$ cat src/rtl/sspim_sck_shift.sv
// sspim_sck_shift
//   Serial back end of the single SPI master, sitting directly behind
//   sspim_ctl. It divides clk into alternating one-cycle sample/shift
//   strobes, drives the SPI clock pad from those strobes, shifts the
//   transmit byte out MSB first and assembles the received byte.
//
// Ports
//   clk             system clock, all logic on its rising edge
//   reset_n         asynchronous active-low reset
//   sck_en          divider enable; low holds the divider idle
//   cfg_sck_period  sck half-period in clk cycles, minus 1
//   cfg_cpol        sck idle level
//   sck_active      ctl allows sck toggling and data shifting
//   load_byte       one-cycle pulse: capture byte_out into the shifter
//   byte_out        next transmit byte
//   byte_in         received byte, MSB first
//   shift           one-cycle strobe on the launch edge
//   sample          one-cycle strobe on the capture edge
//   sck             SPI clock pad
//   sdo             SPI serial data out (shifter MSB)
//   sdi             SPI serial data in, already synchronised

module sspim_sck_shift #(
    parameter int DIV_W = 6
) (
    input  logic             clk,
    input  logic             reset_n,
    input  logic             sck_en,
    input  logic [DIV_W-1:0] cfg_sck_period,
    input  logic             cfg_cpol,
    input  logic             sck_active,
    input  logic             load_byte,
    input  logic [7:0]       byte_out,
    output logic [7:0]       byte_in,
    output logic             shift,
    output logic             sample,
    output logic             sck,
    output logic             sdo,
    input  logic             sdi
);

    logic [DIV_W-1:0] div_cnt;
    logic             phase;
    logic             div_tc;
    logic [7:0]       tx_sr;

    // The compare is against the live configuration, so a new period takes
    // effect on the next compare. If the counter is already past it, the
    // counter simply runs on and wraps through zero.
    assign div_tc = (div_cnt == cfg_sck_period);

    // Divider: phase 0 -> 1 produces sample, phase 1 -> 0 produces shift,
    // so the first strobe after enable is always a sample.
    always_ff @(posedge clk or negedge reset_n) begin
        if (!reset_n) begin
            div_cnt <= '0;
            phase   <= 1'b0;
            sample  <= 1'b0;
            shift   <= 1'b0;
        end else if (!sck_en) begin
            div_cnt <= '0;
            phase   <= 1'b0;
            sample  <= 1'b0;
            shift   <= 1'b0;
        end else if (div_tc) begin
            div_cnt <= '0;
            phase   <= ~phase;
            sample  <= ~phase;
            shift   <= phase;
        end else begin
            div_cnt <= div_cnt + DIV_W'(1);
            sample  <= 1'b0;
            shift   <= 1'b0;
        end
    end

    // sck follows the strobes with one clk of latency; the strobes keep
    // running while sck_active is low so ctl can time CS setup/hold.
    always_ff @(posedge clk or negedge reset_n) begin
        if (!reset_n) begin
            sck <= 1'b0;
        end else if (!sck_active) begin
            sck <= cfg_cpol;
        end else if (sample) begin
            sck <= ~cfg_cpol;
        end else if (shift) begin
            sck <= cfg_cpol;
        end
    end

    // A fresh load wins over a coincident shift so the new MSB is never lost.
    always_ff @(posedge clk or negedge reset_n) begin
        if (!reset_n) begin
            tx_sr <= 8'h00;
        end else if (load_byte) begin
            tx_sr <= byte_out;
        end else if (shift && sck_active) begin
            tx_sr <= {tx_sr[6:0], 1'b0};
        end
    end

    assign sdo = tx_sr[7];

    // byte_in is never cleared between bytes; eight samples replace it fully.
    always_ff @(posedge clk or negedge reset_n) begin
        if (!reset_n) begin
            byte_in <= 8'h00;
        end else if (sample && sck_active) begin
            byte_in <= {byte_in[6:0], sdi};
        end
    end

endmodule

$ cat config.mk
export PLATFORM = sky130hd
export DESIGN_NAME = sspim_sck_shift
export DESIGN_NICKNAME = d
export VERILOG_FILES = /design/src/rtl/sspim_sck_shift.sv
export SDC_FILE = /design/constraint.sdc
export NUM_CORES = 1
export LEC_CHECK = 0
export ABC_AREA = 0
export ABC_CLOCK_PERIOD_IN_PS = 1600
export BUFFER_PORTS_ARGS = -buffer_cell sky130_fd_sc_hd__buf_2
export CORE_MARGIN = 3
export CORE_UTILIZATION = 49
export CTS_CLUSTER_DIAMETER = 40
export DETAILED_ROUTE_END_ITERATION = 10
export PLACE_DENSITY = 0.8
export SYNTH_ARGS = -nofsm -noshare
export SYNTH_HDL_FRONTEND = slang
export SYNTH_SLANG_ARGS = --single-unit
$ cat constraint.sdc
create_clock -name clk -period 1.6 [get_ports clk]
set_clock_uncertainty 0.15 [all_clocks]
set_input_delay 0.32 -clock clk [delete_from_list [all_inputs] [get_ports clk]]
set_output_delay 0.32 -clock clk [all_outputs]
set_load 0.05 [all_outputs]
; Word level (Yosys, flattened, before mapping)
; Index checks and enable logic that the tools add are counted.
[word_totals]
register_bits = 26
latch_bits = 0
mem_bits_rw = 0
rom_bits = 0
word_cells = 29
memories = 0
[classes]
addsub = 1
multipliers = 0
div = 0
order_cmp = 0
n_eq_ne = 3
shifts = 0
mux = 13
bitwise_logic = 2
n_reduce_logical = 3
[ops]
columns = op, count
row1 = $mux W8, 2
row2 = $mux W6, 2
row3 = $mux W1, 9
row4 = $add A6 B1 Y6 const B, 1
row5 = $eq A6 B6 Y1, 1
row6 = $ne A3 B1 Y1 const B, 1
row7 = $logic_and A1 B1 Y1, 2
row8 = $ne A2 B1 Y1 const B, 1
row9 = $not A1 Y1, 2
row10 = $reduce_bool A2 Y1, 1

; Depth between registers and ports, before layout
; Gate-level depths: netlist of run 1.
[logic_depth]
word_depth = 3
ltp_mapped = 4

; Least setup slack after synthesis of run 1
; OpenSTA, ideal clock, no wires.
[synth_path]
path_kind = register to register
from = register shift
to = register tx_sr[4]
t_arrival_ns = 1.262
t_required_ns = 1.314
path_slack_ns = 0.052
stages_incl_launch_ff = 4
n_path_buf = 0
synth_period_minus_slack_ns = 1.548
path_cell_list = dfrtp_1 nand2_1 mux2i_1 o21ai_0
[synth_via]
elab_chain_cells = 2
[synth_rtl]
columns = element, line
row1 = "start, declared", 35  ; output logic shift,
row2 = "start signal, assigned", 69  ; shift <= phase;
row3 = $logic_and A1 B1 Y1, 97  ; end else if (shift && sck_active) begin
row4 = $reduce_bool A2 Y1 (no source line), n/a
row5 = "end signal, assigned", 96  ; tx_sr <= byte_out;
row6 = "end signal, assigned", 98  ; tx_sr <= {tx_sr[6:0], 1'b0};
row7 = "end, declared", 45  ; logic [7:0] tx_sr;
; Every way passes these cells.
; A chain may end at the register's enable or synchronous reset.

; Final worst setup path of run 1
[layout_path]
from = register div_cnt[3]
to = register phase
[layout_via]
elab_chain_cells = 2
[layout_rtl]
columns = element, line
row1 = "start, declared", 42  ; logic [DIV_W-1:0] div_cnt;
row2 = "start signal, assigned", 71  ; div_cnt <= div_cnt + DIV_W'(1);
row3 = $eq A6 B6 Y1, 50  ; assign div_tc = (div_cnt == cfg_sck_period);
row4 = $ne A2 B1 Y1 (no source line), n/a
row5 = "end signal, assigned", 67  ; phase <= ~phase;
row6 = "end, declared", 43  ; logic phase;
; Every way passes these cells.

==> results.py, run 1 <==
metrics = {
    "power": {
        "switching_share_pct": 22.8,
        "powerDensity_nw_per_um2": 926,
        "p_int_mw": 1.01,
        "clkPwrFrac_pct": 33.2,
        "p_total_mw": 1.31,
        "seqPwrFrac_pct": 54.5,
        "p_sw_mw": 0.297,
        "power_leakage_nw": 0.756,
        "irDropWorstVdd_mv": 0.673,
        "combPwrFrac_pct": 12.3,
    },
    "synthesis": {
        "postSynthCellCount": 96,
        "synth_xor_area_share_pct": 7.81,
        "synth-compound-area-share_pct": 6.25,
        "yosysTopAreaCell": "dfrtp_1",
        "synth_nets": 118,
        "yosys.area_share.simple_pct": 11.8,
        "synthMuxAreaShare_pct": 14.3,
        "synthFlopType": "dfrtp_1",
        "ys_seq_area_share_pct": 58.0,
        "synth_top_family_by_area": "multiplexers",
        "yosys-top-cells-count": "26 x dfrtp_1, 15 x nand2_1, 8 x mux2_2, 8 x o21ai_0",
        "syn_area_per_cell_um2": 11.7,
        "ys_ff_latch": 26,
        "synth_cell_types": 21,
        "ys_warn_count": 0,
        "yosys-top-cells-area": "dfrtp_1 58%, mux2_2 8.0%, mux2i_1 6.3%",
        "synth_most_common_cell": "dfrtp_1",
        "synth-async-reset-ratio_pct": 100,
        "synthAdderAreaFrac_pct": 1.12,
        "synth_edf_count": 0,
        "synth.top_cell.area_share_pct": 58.0,
        "synth.cell_area_um2": 1120,
    },
    "floorplan": {
        "dieArea_um2": 2900,
        "std_cell_rows": 16,
        "die_x_um": 53.8,
        "core_area_um2": 2060,
        "num_io_pins": 33,
        "die_h_um": 53.8,
        "initial_utilization_pct": 54.4,
    },
    "final_layout": {
        "final_util_pct": 68.4,
        "final_nets": 157,
        "multi_input_area_um2": 482,
        "regArea_um2": 653,
        "num-fill-cells": 155,
        "diodes": 0,
        "syn_to_final_growth_pct": 25.8,
        "instances_no_fill": 161,
        "drive_gt1_share_pct": 39.6,
    },
    "critical_path": {
        "start_kind": "flop",
        "crit_fanout": 4,
        "slowest_stage": "dfrtp_2",
        "crit_type": "flop to flop",
        "required_ns": 1.70,
        "path_cells": "xnor2_2 -> nand4_1 -> nor4b_2 -> o21bai_1",
        "crit_arrival_ns": 1.62,
        "worst-r2r-setup-slack_ns": 0.08,
        "cp-end-kind": "flop",
        "crit_family": "simple AND/OR/NAND/NOR gates",
        "cp.buffers_inverters": 0,
        "cp_slowest_stage_delay_ns": 0.47,
    },
    "min_path": {
        "min_path_type": "input port to flop",
    },
    "route": {
        "vias": 785,
        "wl_per_cell_um": 12.0,
        "first_pass_iters": 4,
        "drt_iter0_markers": 3,
        "viasPerCell": 4.88,
        "drt-total-wl_um": 1930,
        "drc_errors": 0,
        "drtAntennaViolNets": 0,
    },
    "place": {
        "gp_congestion": 0.802,
        "dp_cells": 154,
        "hpwlAfterDp_um": 1460,
        "port_buffers": 32,
        "post-place-ws_ns": 0.0142,
    },
    "clock_tree": {
        "cts_tree": "built",
        "h-tree-depth": 1,
        "path_clk_slew_ns": 0.13,
        "clkSinkCount": 26,
        "cts_made_buffers": 3,
        "clk_latency_ns": 0.31,
        "cts_root_buffer": "clkbuf_4",
        "clockBufferDepth": 2,
    },
    "grt": {
        "track_usage_pct": 14.8,
        "grt_pass1_wl_um": 3030,
        "grt_remaining_overflow": 0,
        "grt_pass1_vias": 731,
        "grt_max_degree": 27,
        "antenna_found_initial": 0,
    },
    "timing": {
        "setup_ws_ns": 0.0793,
        "setup_viol": 0,
        "hold_viol_final": 0,
        "drv_slew": 0,
        "max_slew_margin_pct": 62.9,
        "fmax_mhz": 658,
        "fin_crit_sh_pct": 95.0,
        "worst_pin_slew_ns": 0.557,
        "fin_crit_ns": 1.52,
    },
    "flow_run": {
        "cap_violations": 0,
    },
    "status": {
        "status": "finished clean",
    },
}
## power groups by stage
stage | registers, mW | logic, mW | clock network (mW)
detailed placement | 0.724 | 0.152 | 0
global route | 0.716 | 0.180 | 0.483
global placement | 0.722 | 0.147 | 0
CTS | 0.711 | 0.156 | 0.451
floorplan | 0.752 | 0.0598 | 0
finish | 0.711 | 0.161 | 0.434
## per-layer routing
layer	vias to the layer above	global-route usage, %	wire (µm)
met2	22	23.4	916
li1	404	-	-
met5	-	0	0
met3	2	3.60	128
met4	0	7.66	8
met1	357	18.9	878
## final cells by class
| cell class | instances | area share, % |
|---|---|---|
| clock buffer | 3 | 1.60 |
| clock inverter | 1 | 2.13 |
| inverter | 1 | 0.266 |
| multi-input combinational | 68 | 34.2 |
| sequential | 26 | 46.3 |
| tap | 27 | 2.40 |
| timing repair buffer | 35 | 13.1 |
## registers in the layout, indices dropped and copies added (netlist names)
signal   cells
sck          1
shift        1
tx_sr        8
div_cnt      6
sample       1
byte_in      8
phase        1
## cell usage in the layout (no fill, tap or decap)
cell type	count
a21oi_1	2
and3_1	1
buf_2	32
buf_4	2
bufinv_16	1
clkbuf_4	3
dfrtp_1	24
dfrtp_2	2
dlygate4sd3_1	1
ha_1	1
inv_1	1
mux2_2	8
mux2i_1	7
nand2_1	15
nand2b_1	1
nand3_1	2
nand4_1	1
nor2_1	7
nor4b_2	1
o21ai_0	8
o21ai_2	1
o21bai_1	1
o31ai_1	1
or2_2	1
xnor2_1	5
xnor2_2	2
xor2_1	3
## final timing paths
check	cells after the start	end	start
worst min register to register	1	byte_in[7]$_DFFE_PN0P_	byte_in[7]$_DFFE_PN0P_
worst min-delay path	3	tx_sr[2]$_DFFE_PN0P_	byte_out[2]
min in group asynchronous	2	tx_sr[5]$_DFFE_PN0P_	reset_n
worst max-delay path	4	phase$_DFFE_PN0P_	div_cnt[3]$_DFF_PN0_
max in group asynchronous	2	div_cnt[3]$_DFF_PN0_	reset_n
worst max register to register	4	phase$_DFFE_PN0P_	div_cnt[3]$_DFF_PN0_
## kinds of logic (layout without fill, tap and decap cells)
| group | after synthesis | after routing |
|---|---|---|
| adder cells (fa/ha/maj) | 1 | 1 |
| XOR/XNOR | 10 | 10 |
| AO/OA/AOI/OAI | 13 | 13 |
| flip-flops | 26 | 26 |
| AND/OR/NAND/NOR | 29 | 29 |
| buffers and inverters | 2 | 40 |
| multiplexers | 15 | 15 |
## through the flow
step	TNS [ns]	hold slack [ns]	instance area, µm²
3_5_place_dp	0	0.194	1310
3_3_place_gp	0	0.181	1310
4_1_cts	0	0.0499	1380
6_report	0	0.0565	1410
5_1_grt	-0.00607	0.0351	1410
2_1_floorplan	0	-0.126	1120
## repair_timing
action                     CTS  global route
pin swaps                    0             2
hold buffers                 1             0
setup buffers                0             2
resized for setup            1             4
hold endpoints to repair    26             0
setup endpoints to repair    2             5
## worst register-to-register path: stages, from the launching register on
cell and delay [ns]:
dfrtp_2 0.47, xnor2_2 0.17, nand4_1 0.19, nor4b_2 0.34, o21bai_1 0.14
(Power assumes the default switching activity.)
==> run 2, diff against run 1 <==
--- a/config.mk
+++ b/config.mk
@@ -8,6 +8,7 @@
 export ABC_AREA = 0
 export ABC_CLOCK_PERIOD_IN_PS = 1600
 export BUFFER_PORTS_ARGS = -buffer_cell sky130_fd_sc_hd__buf_2
+export CORE_ASPECT_RATIO = 0.8
 export CORE_MARGIN = 3
 export CORE_UTILIZATION = 49
 export CTS_CLUSTER_DIAMETER = 40
==> results.py, run 2 (same netlist as run 1, synthesis figures left out) <==
metrics = {
    "final_layout": {
        "diodes": 0,
        "multi_input_area_um2": 463,
        "regArea_um2": 651,
        "mostFrequentLayoutCell": "buf_2",
        "layout_common_cells": "32 x buf_2, 26 x dfrtp_1, 15 x nand2_1, 8 x o21ai_0, 8 x mux2_2",
        "final_util_pct": 66.9,
        "reg.largest.list": "byte_in (8), tx_sr (8), div_cnt (6)",
        "syn_to_final_growth_pct": 20.2,
        "final_nets": 156,
        "num-fill-cells": 159,
        "drive_gt1_share_pct": 34.8,
    },
    "critical_path": {
        "crit_family": "simple AND/OR/NAND/NOR gates",
        "cp-end-kind": "flop",
        "crit_fanout": 4,
        "slowest_stage": "dfrtp_1",
        "crit_arrival_ns": 1.58,
        "cp_slowest_stage_delay_ns": 0.45,
        "required_ns": 1.70,
        "start_kind": "flop",
        "crit_type": "flop to flop",
        "path_cells": "xnor2_1 -> nand4_1 -> nor4b_2 -> o21bai_1",
        "cp.buffers_inverters": 0,
    },
    "timing": {
        "worst_pin_slew_ns": 0.559,
        "fmax_mhz": 675,
        "rsz0062_at_grt": "false",
        "max_slew_margin_pct": 62.7,
        "setup_viol": 0,
        "finalSetupTns_ns": 0,
        "fin_crit_ns": 1.48,
        "drv_slew": 0,
        "fin_crit_sh_pct": 92.6,
        "hold_viol_final": 0,
    },
    "route": {
        "first_pass_iters": 4,
        "viasPerCell": 5.18,
        "drc_errors": 0,
        "vias": 808,
        "drt-total-wl_um": 1980,
        "drt_iter0_markers": 30,
        "wl_per_cell_um": 12.7,
        "drtAntennaViolNets": 0,
    },
    "floorplan": {
        "dieArea_um2": 2900,
        "initial_utilization_pct": 55.7,
        "die_x_um": 59.5,
        "num_io_pins": 33,
        "core_area_um2": 2010,
        "std_cell_rows": 14,
        "die_h_um": 48.8,
    },
    "clock_tree": {
        "cts_root_buffer": "clkbuf_4",
        "clockBufferDepth": 2,
        "clk_latency_ns": 0.31,
        "cts_tree": "built",
        "cts_made_buffers": 3,
        "path_clk_slew_ns": 0.13,
        "clkSinkCount": 26,
        "h-tree-depth": 1,
        "post-cts-setup-buffers": 0,
    },
    "grt": {
        "track_usage_pct": 15.9,
        "grt_remaining_overflow": 0,
        "grt_pass1_wl_um": 3540,
        "grt_pass1_vias": 830,
        "antenna_found_initial": 0,
        "grt_max_degree": 27,
    },
    "power": {
        "powerDensity_nw_per_um2": 838,
        "p_total_mw": 1.13,
        "irDropWorstVdd_mv": 0.719,
        "power_leakage_nw": 0.727,
    },
    "place": {
        "gp_congestion": 0.808,
        "hpwlAfterDp_um": 1550,
        "port_buffers": 32,
    },
    "min_path": {
        "min_path_type": "input port to flop",
    },
    "flow_run": {
        "cap_violations": 0,
    },
    "status": {
        "status": "finished clean",
    },
}
[run 2: cell count changes in the layout (fill, tap and decap cells not counted)]
cell	delta
buf_4	-1
bufinv_16	-1
dfrtp_1	+2
dfrtp_2	-2
o21ai_1	+1
o21ai_2	-1
xnor2_1	+2
xnor2_2	-2
[run 2: routing by layer]
metal  vias to the layer above  share of wire (%)  GRT usage [%]
met3                         4                6.7           4.76
met5                         -                  0              0
li1                        398                  -              -
met1                       386                 43           18.3
met2                        20                 49           27.5
met4                         0                1.4           5.66
[run 2: path summary, 6_finish.rpt]
path	startpoint	to	slack, ns	depth (start not counted)
min in group asynchronous	reset_n	phase$_DFFE_PN0P_	0.37	2
worst max register to register	div_cnt[3]$_DFF_PN0_	phase$_DFFE_PN0P_	0.12	4
worst min-delay path	byte_out[4]	tx_sr[4]$_DFFE_PN0P_	0.06	3
worst min register to register	phase$_DFFE_PN0P_	sample$_DFF_PN0_	0.35	1
worst max-delay path	div_cnt[3]$_DFF_PN0_	phase$_DFFE_PN0P_	0.12	4
max in group asynchronous	reset_n	byte_in[6]$_DFFE_PN0P_	0.57	2
[run 2: cell type report]
| class | count | area share [%] |
|---|---|---|
| Inverter | 1 | 0.279 |
| Tap cell | 24 | 2.23 |
| Multi-Input combinational cell | 68 | 34.4 |
| Timing Repair Buffer | 34 | 13.2 |
| Sequential cell | 26 | 48.3 |
| Clock buffer | 3 | 1.67 |
[run 2: report_power, final]
group / internal [mW] / switching [mW]
Combinational: 0.0623 / 0.0931
Sequential: 0.689 / 0.0223
Clock: 0.0882 / 0.174
Total: 0.839 / 0.290
[run 2: timing repair]
action	CTS	global route
hold buffers	1	0
gates resized for setup	0	0
hold endpoints to repair	26	0
[run 2: per-stage QoR]
stage	setup WS [ns]	std cells	instance area (µm²)	hold slack (ns)
after detailed placement	0.145	152	1320	0.194
after floorplan	0.0523	96	1120	-0.126
after global routing	0.00987	156	1350	0.0388
final	0.118	156	1350	0.0559
after CTS	0.104	156	1350	0.0488
after global placement	0.203	152	1320	0.188
[run 2: tightest hold or removal path, cell delays in order]
cell and delay, ns:
buf_2 0.07, nand2_1 0.04, o21ai_0 0.05
==> run 3, diff against run 2 <==
--- a/config.mk
+++ b/config.mk
@@ -14,6 +14,7 @@
 export CTS_CLUSTER_DIAMETER = 40
 export DETAILED_ROUTE_END_ITERATION = 10
 export PLACE_DENSITY = 0.8
+export REMOVE_ABC_BUFFERS = 1
 export SYNTH_ARGS = -nofsm -noshare
 export SYNTH_HDL_FRONTEND = slang
 export SYNTH_SLANG_ARGS = --single-unit
==> results.py, run 3 (same netlist as run 1, synthesis figures left out) <==
metrics = {
    "final_layout": {
        "num-fill-cells": 150,
        "final_nets": 157,
        "fin_area_um2": 1390,
        "drive_gt1_share_pct": 37.3,
        "mostFrequentLayoutCell": "buf_2",
        "diodes": 0,
        "reg.largest.list": "byte_in (8), tx_sr (8), div_cnt (6)",
        "instances_no_fill": 158,
        "syn_to_final_growth_pct": 24.3,
        "layout_common_cells": "32 x buf_2, 25 x dfrtp_1, 15 x nand2_1, 8 x o21ai_0, 8 x mux2_2",
        "final_util_pct": 69.2,
    },
    "min_path": {
        "hold_start": "sck_active",
        "holdPathEnd": "sck$_DFFE_PN0P_",
        "hold_depth": 2,
        "min_path_type": "input port to flop",
    },
    "place": {
        "placed_cell_area_um2": 1320,
        "hpwlAfterDp_um": 1550,
        "gp_congestion": 0.892,
        "dp_cells": 152,
        "post-place-ws_ns": 0.101,
        "port_buffers": 32,
    },
    "clock_tree": {
        "h-tree-depth": 1,
        "clkSinkCount": 26,
        "path_clk_slew_ns": 0.14,
        "clockBufferDepth": 2,
        "cts_tree": "built",
        "cts_root_buffer": "clkbuf_4",
        "clk_latency_ns": 0.32,
        "cts_made_buffers": 3,
    },
    "grt": {
        "grt_pass1_wl_um": 3770,
        "grt_max_degree": 27,
        "track_usage_pct": 17.2,
        "grt_pass1_vias": 870,
        "antenna_found_initial": 0,
        "grt_remaining_overflow": 0,
    },
    "timing": {
        "drv_slew": 0,
        "fmax_mhz": 657,
        "hold_viol_final": 0,
        "worst_pin_slew_ns": 0.552,
        "setup_ws_ns": 0.0789,
        "fin_crit_ns": 1.52,
        "setup_viol": 0,
        "fin_crit_sh_pct": 95.1,
        "max_slew_margin_pct": 63.2,
    },
    "floorplan": {
        "dieArea_um2": 2900,
        "die_h_um": 48.8,
        "core_area_um2": 2010,
        "initial_utilization_pct": 55.7,
        "std_cell_rows": 14,
        "die_x_um": 59.5,
        "num_io_pins": 33,
    },
    "route": {
        "first_pass_iters": 4,
        "vias": 819,
        "drtAntennaViolNets": 0,
        "drt-total-wl_um": 2150,
        "viasPerCell": 5.18,
        "drc_errors": 0,
        "wl_per_cell_um": 13.6,
        "drt_iter0_markers": 51,
    },
    "critical_path": {
        "crit_family": "flip-flops",
        "reg2regPathDepth": 4,
        "crit_fanout": 4,
        "crit_type": "flop to flop",
        "cp-end-kind": "flop",
        "cp.buffers_inverters": 0,
        "path_cells": "xnor2_2 -> nand4_1 -> nor4b_2 -> o21bai_1",
        "cp_slowest_stage_delay_ns": 0.48,
        "crit_arrival_ns": 1.62,
        "slowest_stage": "dfrtp_2",
        "r2r-start": "div_cnt[2]$_DFF_PN0_",
        "start_kind": "flop",
        "r2r_end": "phase$_DFFE_PN0P_",
        "required_ns": 1.70,
        "worst-r2r-setup-slack_ns": 0.08,
    },
    "power": {
        "irDropWorstVdd_mv": 1.24,
        "powerDensity_nw_per_um2": 944,
        "power_leakage_nw": 0.750,
    },
    "flow_run": {
        "cap_violations": 0,
    },
    "status": {
        "status": "finished clean",
    },
}
run 3: changes by cell type in the layout (fill, tap and decap cells not counted):
cell,before,now
buf_4,1,2
bufinv_16,0,1
dfrtp_1,26,25
dfrtp_2,0,1
xnor2_1,7,6
xnor2_2,0,1
run 3: worst max path at each step:
stage / from / endpoint / slack [ns] / depth (start not counted)
after floorplan: shift$_DFF_PN0_ / tx_sr[7]$_DFFE_PN0P_ / 0.06 / 3
after global placement: cfg_sck_period[1] / phase$_DFFE_PN0P_ / 0.19 / 5
after detailed placement: cfg_sck_period[1] / phase$_DFFE_PN0P_ / 0.10 / 5
after CTS: div_cnt[2]$_DFF_PN0_ / phase$_DFFE_PN0P_ / 0.007 / 4
after global routing: div_cnt[2]$_DFF_PN0_ / phase$_DFFE_PN0P_ / -0.03 / 4
final: div_cnt[2]$_DFF_PN0_ / phase$_DFFE_PN0P_ / 0.08 / 4
run 3: metal layers:
layer	wire [µm]	share of wire, %	up-vias	global-route usage (%)
met3	133	6.2	2	5.56
met4	17	0.79	0	4.53
met5	0	0	-	0
li1	-	-	406	-
met1	907	42	390	20.2
met2	1090	51	21	29.6
run 3: area by class of cell:
class                   count  area [µm²]  area share [%]
clock buffers               3        22.5            1.62
well taps                  24        30.0            2.15
multi-input cells          68         470            33.8
inverters                   1        3.75           0.269
repair buffers             35         185            13.3
flip-flops and latches     26         652            46.8
clock inverters             1        30.0            2.15
run 3: timing repair:
action                     in CTS  in global routing
buffers inserted                1                  0
setup endpoints to repair       1                  2
pin swaps                       1                  1
hold endpoints to repair       26                  0
gates resized for setup         0                  2
hold buffers                    1                  0
run 3: power by group:
group	total, mW	switching [mW]	internal, mW
Clock	0.442	0.189	0.253
Sequential	0.713	0.0238	0.689
Combinational	0.160	0.0956	0.0643
run 3: per-stage QoR:
stage	setup TNS (ns)	power [mW]	hold WS, ns
finish	0	1.32	0.0457
detailed placement	0	0.880	0.194
floorplan	0	0.809	-0.126
global route	-0.0324	1.39	0.0342
CTS	0	1.33	0.0310
global placement	0	0.872	0.189
